==> src/rtl/rr_mux_arbiter.sv <==
// rtl/rr_mux_arbiter.sv - four-way round-robin arbiter feeding a one-entry valid/ready output register
// Optional burst-mode priority hold is built with RR_MUX_LOCK_EN defined.
module rr_mux_arbiter #(
    parameter int n = 32
) (
    input  logic         clk,
    input  logic         rst,
    input  logic [3:0]   req,
    input  logic [n-1:0] D0,
    input  logic [n-1:0] D1,
    input  logic [n-1:0] D2,
    input  logic [n-1:0] D3,
`ifdef RR_MUX_LOCK_EN
    input  logic         lock,
`endif
    output logic [3:0]   ack,
    output logic [n-1:0] out,
    output logic [1:0]   sel,
    output logic         out_valid,
    input  logic         out_ready
);

    logic [1:0]   ptr;
    logic [1:0]   winner;
    logic         found;
    logic [1:0]   cand;
    logic         space;
    logic         load;
    logic [n-1:0] win_data;
    logic [1:0]   ptr_next;

    assign space = !out_valid || out_ready;
    assign load  = space && (req != 4'b0000);

    // Scan starting at the pointer so the most recently served requester is last.
    always_comb begin
        winner = 2'd0;
        found  = 1'b0;
        cand   = 2'd0;
        for (int k = 0; k < 4; k++) begin
            cand = ptr + 2'(k);
            if (!found && req[cand]) begin
                winner = cand;
                found  = 1'b1;
            end
        end
    end

    always_comb begin
        case (winner)
            2'd0:    win_data = D0;
            2'd1:    win_data = D1;
            2'd2:    win_data = D2;
            default: win_data = D3;
        endcase
    end

`ifdef RR_MUX_LOCK_EN
    assign ptr_next = lock ? winner : winner + 2'd1;
`else
    assign ptr_next = winner + 2'd1;
`endif

    assign ack = (load && !rst) ? (4'b0001 << winner) : 4'b0000;

    always_ff @(posedge clk) begin
        if (rst) begin
            out       <= '0;
            sel       <= 2'd0;
            out_valid <= 1'b0;
            ptr       <= 2'd0;
        end else if (load) begin
            out       <= win_data;
            sel       <= winner;
            out_valid <= 1'b1;
            ptr       <= ptr_next;
        end else if (out_valid && out_ready) begin
            out_valid <= 1'b0;
        end
    end

endmodule

==> config.mk <==
export PLATFORM = sky130hd
export DESIGN_NAME = rr_mux_arbiter
export DESIGN_NICKNAME = d
export VERILOG_FILES = /design/src/rtl/rr_mux_arbiter.sv
export SDC_FILE = /design/constraint.sdc
export NUM_CORES = 1
export LEC_CHECK = 0
export ABC_AREA = 1
export ABC_CLOCK_PERIOD_IN_PS = 2700
export BUFFER_PORTS_ARGS = -buffer_cell sky130_fd_sc_hd__buf_2
export CAP_MARGIN = 5
export CORE_MARGIN = 2
export CORE_UTILIZATION = 40
export DETAILED_ROUTE_END_ITERATION = 10
export PLACE_DENSITY = 0.88
export SETUP_SLACK_MARGIN = 0.2
export SYNTH_ARGS = -nofsm -noshare
export SYNTH_HDL_FRONTEND = slang
export SYNTH_SLANG_ARGS = --single-unit
==> constraint.sdc <==
create_clock -name clk -period 2.7 [get_ports clk]
set_input_delay 0.54 -clock clk [delete_from_list [all_inputs] [get_ports clk]]
set_output_delay 0.54 -clock clk [all_outputs]
set_load 0.02 [all_outputs]
==> metrics, run 1 <==
status finished, final reports clean; Initial Util around two fifths; r2r worst-path depth 14; CTS Buffer Depth 2; flop-to-flop setup slack 240 ps; nets 669; syn_area_per_cell 6.87 µm²; final antenna-violating net count 0; Vias 3212; Slew Limit Fails 0; Leak roughly 2.1 nW; Mapped Cells ~350; Post-synth top cells nand2_1 (90), dfxtp_1 (37), nand3_1 (37); Hold Fails Final Rpt 0; Final Setup Violations 0; fin worst setup slack 62.2 ps; setup TNS 0 ps; share of cells above drive strength 1 50.0%; drt pass-1 iters 4; DP Area 0.00331 mm²; Mapped Nets 487; CTS Sinks 37; overall die width just over 80 µm; number of flops mapped to enable cells by yosys 0; Via-to-Cell Ratio 5.31; H-Tree Depth 2; Max Clock Skew 12.5 ps; core area 0.00585 mm²; vias in the first global route 2907; Starting DRT DRC Count 130; gpl congestion 0.814; Tmin final 2640 ps; crit path max fanout 4; Post-Synth XOR/XNOR Area 0%; clock latency on the worst-skew pair 290 ps; Async S/R FF share, synth 0%; diode count 0; CTS tree yes; Post-Synth Simple-Gate Area 28.8%; WP data required 2160 ps; drt drc 0; initial antenna violation count 0; Worst setup EP type output port; WL final ~9000 µm; first-pass GRT wire length 12900 µm; top-area cell type share of the netlist area a little under a third; main combinational cell family by area after synthesis simple AND/OR/NAND/NOR gates; Max Clk Rate 379 MHz; Slew @ Worst Pin 392 ps; CTS root buf clkbuf_8; CTS buffer count 5; WS Path Type reg -> out; # rows 28; top-count cell post-synth nand2_1; design area 0.00384 mm²; RR Startpoint ptr[0]$_SDFFE_PP0P_; Hold Buf Count CTS 0; Synth Area in Adders under 10%; post-synthesis compound-gate area fraction 28.3%; Worst-path clk slew 80 ps; crit path DAT roughly 2100 ps; average wire per standard cell 14.9 µm; kind of start point of the critical path flop; max-cap viol count 0; die span in y between 80 and 90 µm; Period Utilization, post-route ~98%; mapped cell area 0.00238 mm²; Synth area leader dfxtp_1; Seq cells post-synth 37; total of warnings raised by yosys 0; PortBufs 173; die area ~0.0066 mm²; hold depth 2; largest net degree at the start of global routing between 40 and 50; total global routing overflow 0; top cells by area, synth dfxtp_1 (31%), nand2_1 (14%), a22o_1 (12%); worst slack at placement 70.6 ps; P&R area growth vs syn 61.3%; Hold Crit Class in -> reg; Seq/Total Area, Yosys 31.1%; multiplexer area fraction after synthesis 0%; VDD IR-drop max 0.00115 V; total global routing track utilization 24.8%; top_reg_cell synth dfxtp_1; hold endpoint ptr[0]$_SDFFE_PP0P_; I/O pin count 174; distinct cell type count after synthesis 26; Detailed Place HPWL 5730 µm; Pwr per Cell Area 1290 mW/mm²; capture point of the worst reg-to-reg path out[4]$_SDFFE_PP0P_; RSZ-0062 raised after global routing true; hold path startpoint rst; Worst slew margin 73.8%
-- placed cells by master (no fill, tap or decap), drive strengths merged --
cell and count:
a21oi 2, a22o 32, and2 2, buf 203, clkbuf 7, dfxtp 37
ha 5, inv 23, nand2 101, nand3 38, nand4 3, nor2 10
o21ai 34, o22ai 33
-- registers in the layout, summed over array words and instances (netlist names) --
| name | count |
|---|---|
| out_valid | 1 |
| sel | 2 |
| out | 32 |
| ptr | 2 |
-- layout make-up --
cell class	instances	area (µm²)
Clock inverter	1	8.76
Inverter	22	105
Clock buffer	7	96.3
Sequential cell	37	748
Multi-Input combinational cell	260	1630
Tap cell	75	93.8
Fill cell	499	2010
Timing Repair Buffer	203	1160
-- cell families (layout without fill, tap and decap cells) --
family	after synthesis	after routing
buffers and inverters	50	233
flip-flops	37	37
AND/OR/NAND/NOR	154	154
AO/OA/AOI/OAI	101	101
adder cells (fa/ha/maj)	5	5
-- metrics by stage --
step                std cells  util, %  hold slack, ps  total power, W
global route              605     65.7             457         0.00531
CTS                       596     63.2             452         0.00462
floorplan                 347        -             504         0.00308
detailed placement        575     56.5             468         0.00375
global placement          575     56.5             461         0.00362
finish                    605     65.7             456         0.00496
-- per-layer routing --
| layer | global-route usage, % | routed length [µm] | up-vias |
|---|---|---|---|
| met1 | 29.4 | 3610 | 1478 |
| met2 | 44.5 | 4720 | 144 |
| met3 | 3.56 | 532 | 18 |
| li1 | - | - | 1572 |
| met5 | 0 | 0 | - |
| met4 | 10.0 | 186 | 0 |
-- worst max-delay path: stages (launching register included) --
cell     delay, ps
dfxtp_4        360
buf_6          130
nand2_1        140
nand3_4        140
nand3_4        100
inv_1           60
o22ai_2        190
nand2_2        150
buf_6          160
ha_4           150
inv_2           60
nor2_4          30
buf_6          140
-- how the worst max path moves through the flow --
stage / from / endpoint / slack [ps] / depth (start not counted)
final: ptr[0]$_SDFFE_PP0P_ / ack[2] / 60 / 12
after global routing: ptr[0]$_SDFFE_PP0P_ / ack[2] / -10 / 12
after CTS: ptr[0]$_SDFFE_PP0P_ / ack[2] / 190 / 12
after detailed placement: req[3] / out[2]$_SDFFE_PP0P_ / 70 / 13
after global placement: req[3] / ack[2] / 140 / 12
after floorplan: req[3] / ack[2] / 240 / 13
-- report_power, final --
part / switching, W / internal (W) / leakage (nW)
Clock: 0.000208 / 0.000236 / 0.0549
Sequential: 0.0000984 / 0.000742 / 0.308
Combinational: 0.00212 / 0.00156 / 1.71
Total: 0.00243 / 0.00253 / 2.07
-- what timing repair did --
action	4_1_cts	5_1_grt
hold endpoints to repair	0	0
resized for setup	50	20
pin swaps	19	12
buffers inserted	13	9
setup endpoints to repair	36	23
No activity file was read; power rests on OpenSTA's default activity.
==> run 2: changes to the inputs <==
- PLACE_DENSITY: 0.88 -> 0.79
- SETUP_SLACK_MARGIN: 0.2 -> 0.5
==> metrics, run 2 (same netlist as run 1, synthesis figures left out) <==
diode count 0 (unchanged); Period Utilization, post-route 95.7% (-2.0 points); Top Registers out (32), ptr (2), sel (2); max-cap viol count 0 (unchanged); kind of start point of the critical path flop; Critical Path Max Stage Delay 370 ps (about the same); drt pass-1 iters 5 (+1); RSZ-0062 raised after global routing true; drt drc 0 (unchanged); Slew @ Worst Pin 484 ps (+91.9 ps); crit-path cells buf_12 > inv_8 > nand2_2 > nand3_2 > nand2_2 > inv_2 > nand2_4 > nand2_2 > nand2_2 > nand2_2 > nand2_4 > buf_6 > ha_4 > inv_4 > nor2_4 > buf_6; crit path max fanout 6 (+2); average wire per standard cell 14.4 µm (-3.7%); Most flops, register out; setup TNS 0 ps (unchanged); Worst slew margin 67.6% (-6.2 points); Starting DRT DRC Count 147 (+13%); P&R area growth vs syn 61.6%; Pwr per Cell Area 1280 mW/mm² (-0.53%); WL final 8660 µm (-4.2%); first-pass GRT wire length 12600 µm (-2.7%); die area 0.00659 mm² (unchanged); CTS root buf clkbuf_8; die span in y 81.2 µm (unchanged); Vias 3145 (-2.1%); share of cells above drive strength 1 49.3% (-0.66 points); WHS 447 ps (-8.68 ps); CTS Sinks 37 (unchanged); Reg area 746 µm² (-0.33%); Via-to-Cell Ratio 5.22 (-1.6%); Slew Limit Fails 0 (unchanged); final antenna-violating net count 0 (unchanged); CTS tree yes; Fillers 506 (+1.4%); core area 0.00585 mm² (unchanged); Hold Fails Final Rpt 0 (unchanged); Worst path slowest cell dfxtp_4; commonest non-fill, non-tap cell in the layout buf_2; Hold Buf Count CTS 0 (unchanged); WP data required 2160 ps (about the same); I/O pin count 174 (unchanged); Multi-input gate area 0.00159 mm² (-2.5%); max reg flops 32 (unchanged); Max Clock Skew 7.26 ps (-5.22 ps); Initial Util 40.7% (unchanged); H-Tree Depth 2 (unchanged); Tmin final 2580 ps (-55.1 ps); Detailed Place HPWL 5720 µm (-0.26%); initial antenna violation count 0 (unchanged); largest net degree at the start of global routing 37 (-24%); nets 666 (-0.45%); Max Clk Rate 387 MHz (+2.1%); total global routing track utilization 24.4% (-0.31 points); Hold Crit Class in -> reg; clock latency on the worst-skew pair 290 ps (about the same); Final Setup Violations 0 (unchanged); overall die width 81.2 µm (unchanged); # rows 28 (unchanged); most frequent cells in the layout buf_2 (169), nand2_1 (79), nand3_1 (35), dfxtp_1 (35); gpl congestion 0.855 (+5.0%); total global routing overflow 0 (unchanged); status finished, final reports clean; VDD IR-drop max 0.000988 V (-14%); Leak 2.07 nW (about the same); WS Path Type reg -> out; CTS Buffer Depth 2 (unchanged); crit path DAT 2040 ps (-60 ps); CTS buffer count 5 (unchanged); Critical Path Most Common Cell nand2_2; Worst setup EP type output port; vias in the first global route 2946 (+1.3%); Worst-path clk slew 80 ps (about the same); PortBufs 173 (unchanged)
[run 2: changes by cell type in the layout (fill, tap and decap cells not counted), moves of 2 or more]
cell       delta
clkbuf_16     +2
nand2_4       -4
nand2_2       +3
buf_4         -8
buf_6         +3
[run 2: report_power, final]
group	switching (W)	total, W	internal, W
clock	0.000204	0.000506	0.000301
sequential	0.0000989	0.000839	0.000740
combinational	0.00203	0.00360	0.00157
[run 2: final timing paths]
check | from | endpoint | slack, ps | cells past startpoint
hold reg to reg | out[18]$_SDFFE_PP0P_ | out[18]$_SDFFE_PP0P_ | 470 | 2
setup / recovery | ptr[0]$_SDFFE_PP0P_ | ack[1] | 120 | 16
setup reg to reg | ptr[0]$_SDFFE_PP0P_ | out[8]$_SDFFE_PP0P_ | 360 | 17
hold / removal | rst | ptr[0]$_SDFFE_PP0P_ | 450 | 2
[run 2: timing repair]
item | in CTS | in global routing
setup endpoints to repair | 36 | 36
resized for setup | 47 | 9
pin swaps | 15 | 10
gates cloned | 0 | 2
buffers inserted | 11 | 5
[run 2: worst max-delay path: cells and delay by family, from the launching register on]
kind,cells,cell delay (ps)
adder cells (fa/ha/maj),1,160
buffers and inverters,6,600
flip-flops,1,370
AND/OR/NAND/NOR,9,630
[run 2: final cells by class]
type | count | share of cell area (%)
flip-flops and latches | 37 | 19.4
multi-input cells | 260 | 41.2
well taps | 75 | 2.44
clock inverters | 1 | 0.780
clock buffers | 7 | 2.24
inverters | 22 | 3.06
repair buffers | 200 | 30.9
[run 2: metal layers]
| layer | vias up | part of all wire (%) | global-route usage (%) |
|---|---|---|---|
| met5 | - | 0 | 0 |
| met3 | 12 | 7.4 | 5.56 |
| met1 | 1426 | 39 | 25.4 |
| li1 | 1568 | - | - |
| met4 | 0 | 1.4 | 8.64 |
| met2 | 139 | 53 | 47.4 |
[run 2: metrics by stage]
step / setup WS [ps] / instances / area, µm² / utilization, % / total power (W)
3_3_place_gp: 173 / 576 / 3360 / 57.4 / 0.00373
5_1_grt: 19.5 / 602 / 3850 / 65.8 / 0.00534
3_5_place_dp: 91.0 / 576 / 3360 / 57.4 / 0.00381
2_1_floorplan: 325 / 347 / 2460 / - / 0.00316
6_report: 117 / 602 / 3850 / 65.8 / 0.00494
4_1_cts: 172 / 595 / 3730 / 63.8 / 0.00471
==> run 3: changes to the inputs <==
- CELL_PAD_IN_SITES_DETAIL_PLACEMENT: unset -> 2
- CELL_PAD_IN_SITES_GLOBAL_PLACEMENT: unset -> 2
- CORE_UTILIZATION: 40 -> 19
- CTS_CLUSTER_DIAMETER: unset -> 200
- PLACE_DENSITY: 0.79 -> unset
- PLACE_DENSITY_LB_ADDON: unset -> 0.1
==> metrics, run 3 (same netlist as run 1, synthesis figures left out) <==
status finished, final reports clean; # rows 40 (+43%); PortBufs 173 (unchanged); core area 0.0121 mm² (+110%); die span in y 116 µm (+43%); total global routing overflow 0 (unchanged); CTS Sinks 37 (unchanged); Slew @ Worst Pin 424 ps (-59.6 ps); Worst setup EP type output port; Final Core Density 34.8% (-31 points); diode count 0 (unchanged); Top Registers out (32), ptr (2), sel (2); fin worst setup slack 122 ps (+4.45 ps); Slew Limit Fails 0 (unchanged); Via-to-Cell Ratio 4.58 (-12%); max-cap viol count 0 (unchanged); Final Setup Violations 0 (unchanged); gpl congestion 0.763 (-11%); Worst slew margin 71.7% (+4.1 points); Vias 3198 (+1.7%); first-pass GRT wire length 17700 µm (+41%); setup TNS 0 ps (unchanged); Max Clk Rate 388 MHz (+0.17%); kind of start point of the critical path flop; Most flops, register out; CTS Buffer Depth 2 (unchanged); Worst-path clk slew 50 ps (-30 ps); dpl cells 674 (+17%); crit path DAT 2040 ps (about the same); largest net degree at the start of global routing 55 (+49%); CTS buffer count 5 (unchanged); total global routing track utilization 16.9% (-7.6 points); max reg flops 32 (unchanged); die area 0.0135 mm² (+100%); RSZ-0062 raised after global routing true; WL final 12100 µm (+39%); I/O pin count 174 (unchanged); Hold Crit Class in -> reg; clock latency on the worst-skew pair 280 ps (about the same); final antenna-violating net count 0 (unchanged); H-Tree Depth 2 (unchanged); Hold Fails Final Rpt 0 (unchanged); Initial Util 19.7% (-21 points); Tmin final 2580 ps (-4.45 ps); Leak 2.16 nW (+4.2%); Hold Buf Count CTS 0 (unchanged); P&R area growth vs syn 77.2%; Pwr per Cell Area 1390 mW/mm² (+8.1%); commonest non-fill, non-tap cell in the layout buf_2; Max Clock Skew 6.98 ps (-0.280 ps); Starting DRT DRC Count 61 (-59%); drt drc 0 (unchanged); CTS tree yes; drt pass-1 iters 4 (-1); vias in the first global route 3451 (+17%); overall die width 116 µm (+43%); Detailed Place HPWL 8380 µm (+47%); Final Non-Filler Cells 699 (+16%); nets 670 (+0.60%); WP data required 2160 ps (about the same); VDD IR-drop max 0.000477 V (-52%); worst slack at placement 45.0 ps (-46.0 ps); Period Utilization, post-route 95.5% (-0.16 points); CTS root buf clkbuf_16; crit path max fanout 6 (unchanged); share of cells above drive strength 1 54.0% (+4.7 points); average wire per standard cell 17.3 µm (+20%); most frequent cells in the layout buf_2 (168), nand2_1 (84), nand3_1 (37), dfxtp_1 (35), a22o_1 (32); initial antenna violation count 1 (+1); WS Path Type reg -> out
==> run 3: cell count changes in the layout (fill, tap and decap cells not counted), moves of 2 or more <==
cell | before | now
nand3_1 | 35 | 37
nand2_4 | 9 | 6
buf_6 | 10 | 8
clkbuf_16 | 2 | 7
clkbuf_8 | 6 | 2
o22ai_2 | 1 | 28
nand2_2 | 13 | 11
buf_4 | 16 | 20
nand2_1 | 79 | 84
o22ai_1 | 32 | 5
==> run 3: repair_timing <==
action	4_1_cts	5_1_grt
buffers inserted	10	3
setup endpoints to repair	36	36
pin swaps	16	18
cloned	2	2
resized for setup	42	37
==> run 3: worst max-delay path: stages, from the launching register on <==
cell and delay (ps):
dfxtp_4 380, buf_6 140, o21ai_4 170, nand2_2 90
nand2_4 100, nor2_4 40, o22ai_2 160, nand2_2 150
buf_6 150, ha_4 160, inv_4 50, nor2_4 30
buf_6 140
==> run 3: report_power, final <==
group	internal [W]	total [W]	switching [W]	leakage, nW
Sequential	0.000741	0.000847	0.000105	0.307
Combinational	0.00201	0.00439	0.00238	1.77
Clock	0.000391	0.000621	0.000230	0.0799
Total	0.00314	0.00586	0.00272	2.16
==> run 3: cell type report <==
type                    count  area, µm²
flip-flops and latches     37        746
repair buffers            204       1270
well taps                 168        210
multi-input cells         260       1730
inverters                  22        113
clock inverters             1       5.00
fillers                  1454       7890
clock buffers               7        153
==> run 3: through the flow <==
| stage | instance area (µm²) | hold WS [ps] | power [W] |
|---|---|---|---|
| after floorplan | 2460 | 504 | 0.00316 |
| after global placement | 3510 | 462 | 0.00403 |
| after detailed placement | 3510 | 468 | 0.00411 |
| after CTS | 3960 | 466 | 0.00542 |
| after global routing | 4220 | 481 | 0.00638 |
| final | 4220 | 473 | 0.00586 |
==> run 3: worst paths after layout <==
kind / from / slack [ps] / to / cells after the start
setup / recovery: ptr[0]$_SDFFE_PP0P_ / 120 / ack[2] / 12
hold / removal: rst / 470 / ptr[0]$_SDFFE_PP0P_ / 2
setup reg to reg: ptr[0]$_SDFFE_PP0P_ / 180 / out[7]$_SDFFE_PP0P_ / 14
hold reg to reg: out[3]$_SDFFE_PP0P_ / 470 / out[3]$_SDFFE_PP0P_ / 2
==> run 3: layer usage <==
layer,track usage [%],share of wire [%],vias to the layer above,wire length [µm]
met2,30.3,50,104,6050
li1,-,-,1579,-
met4,3.10,0.58,2,70
met3,4.76,7.4,6,889
met5,0,0.13,-,16
met1,20.2,42,1507,5040
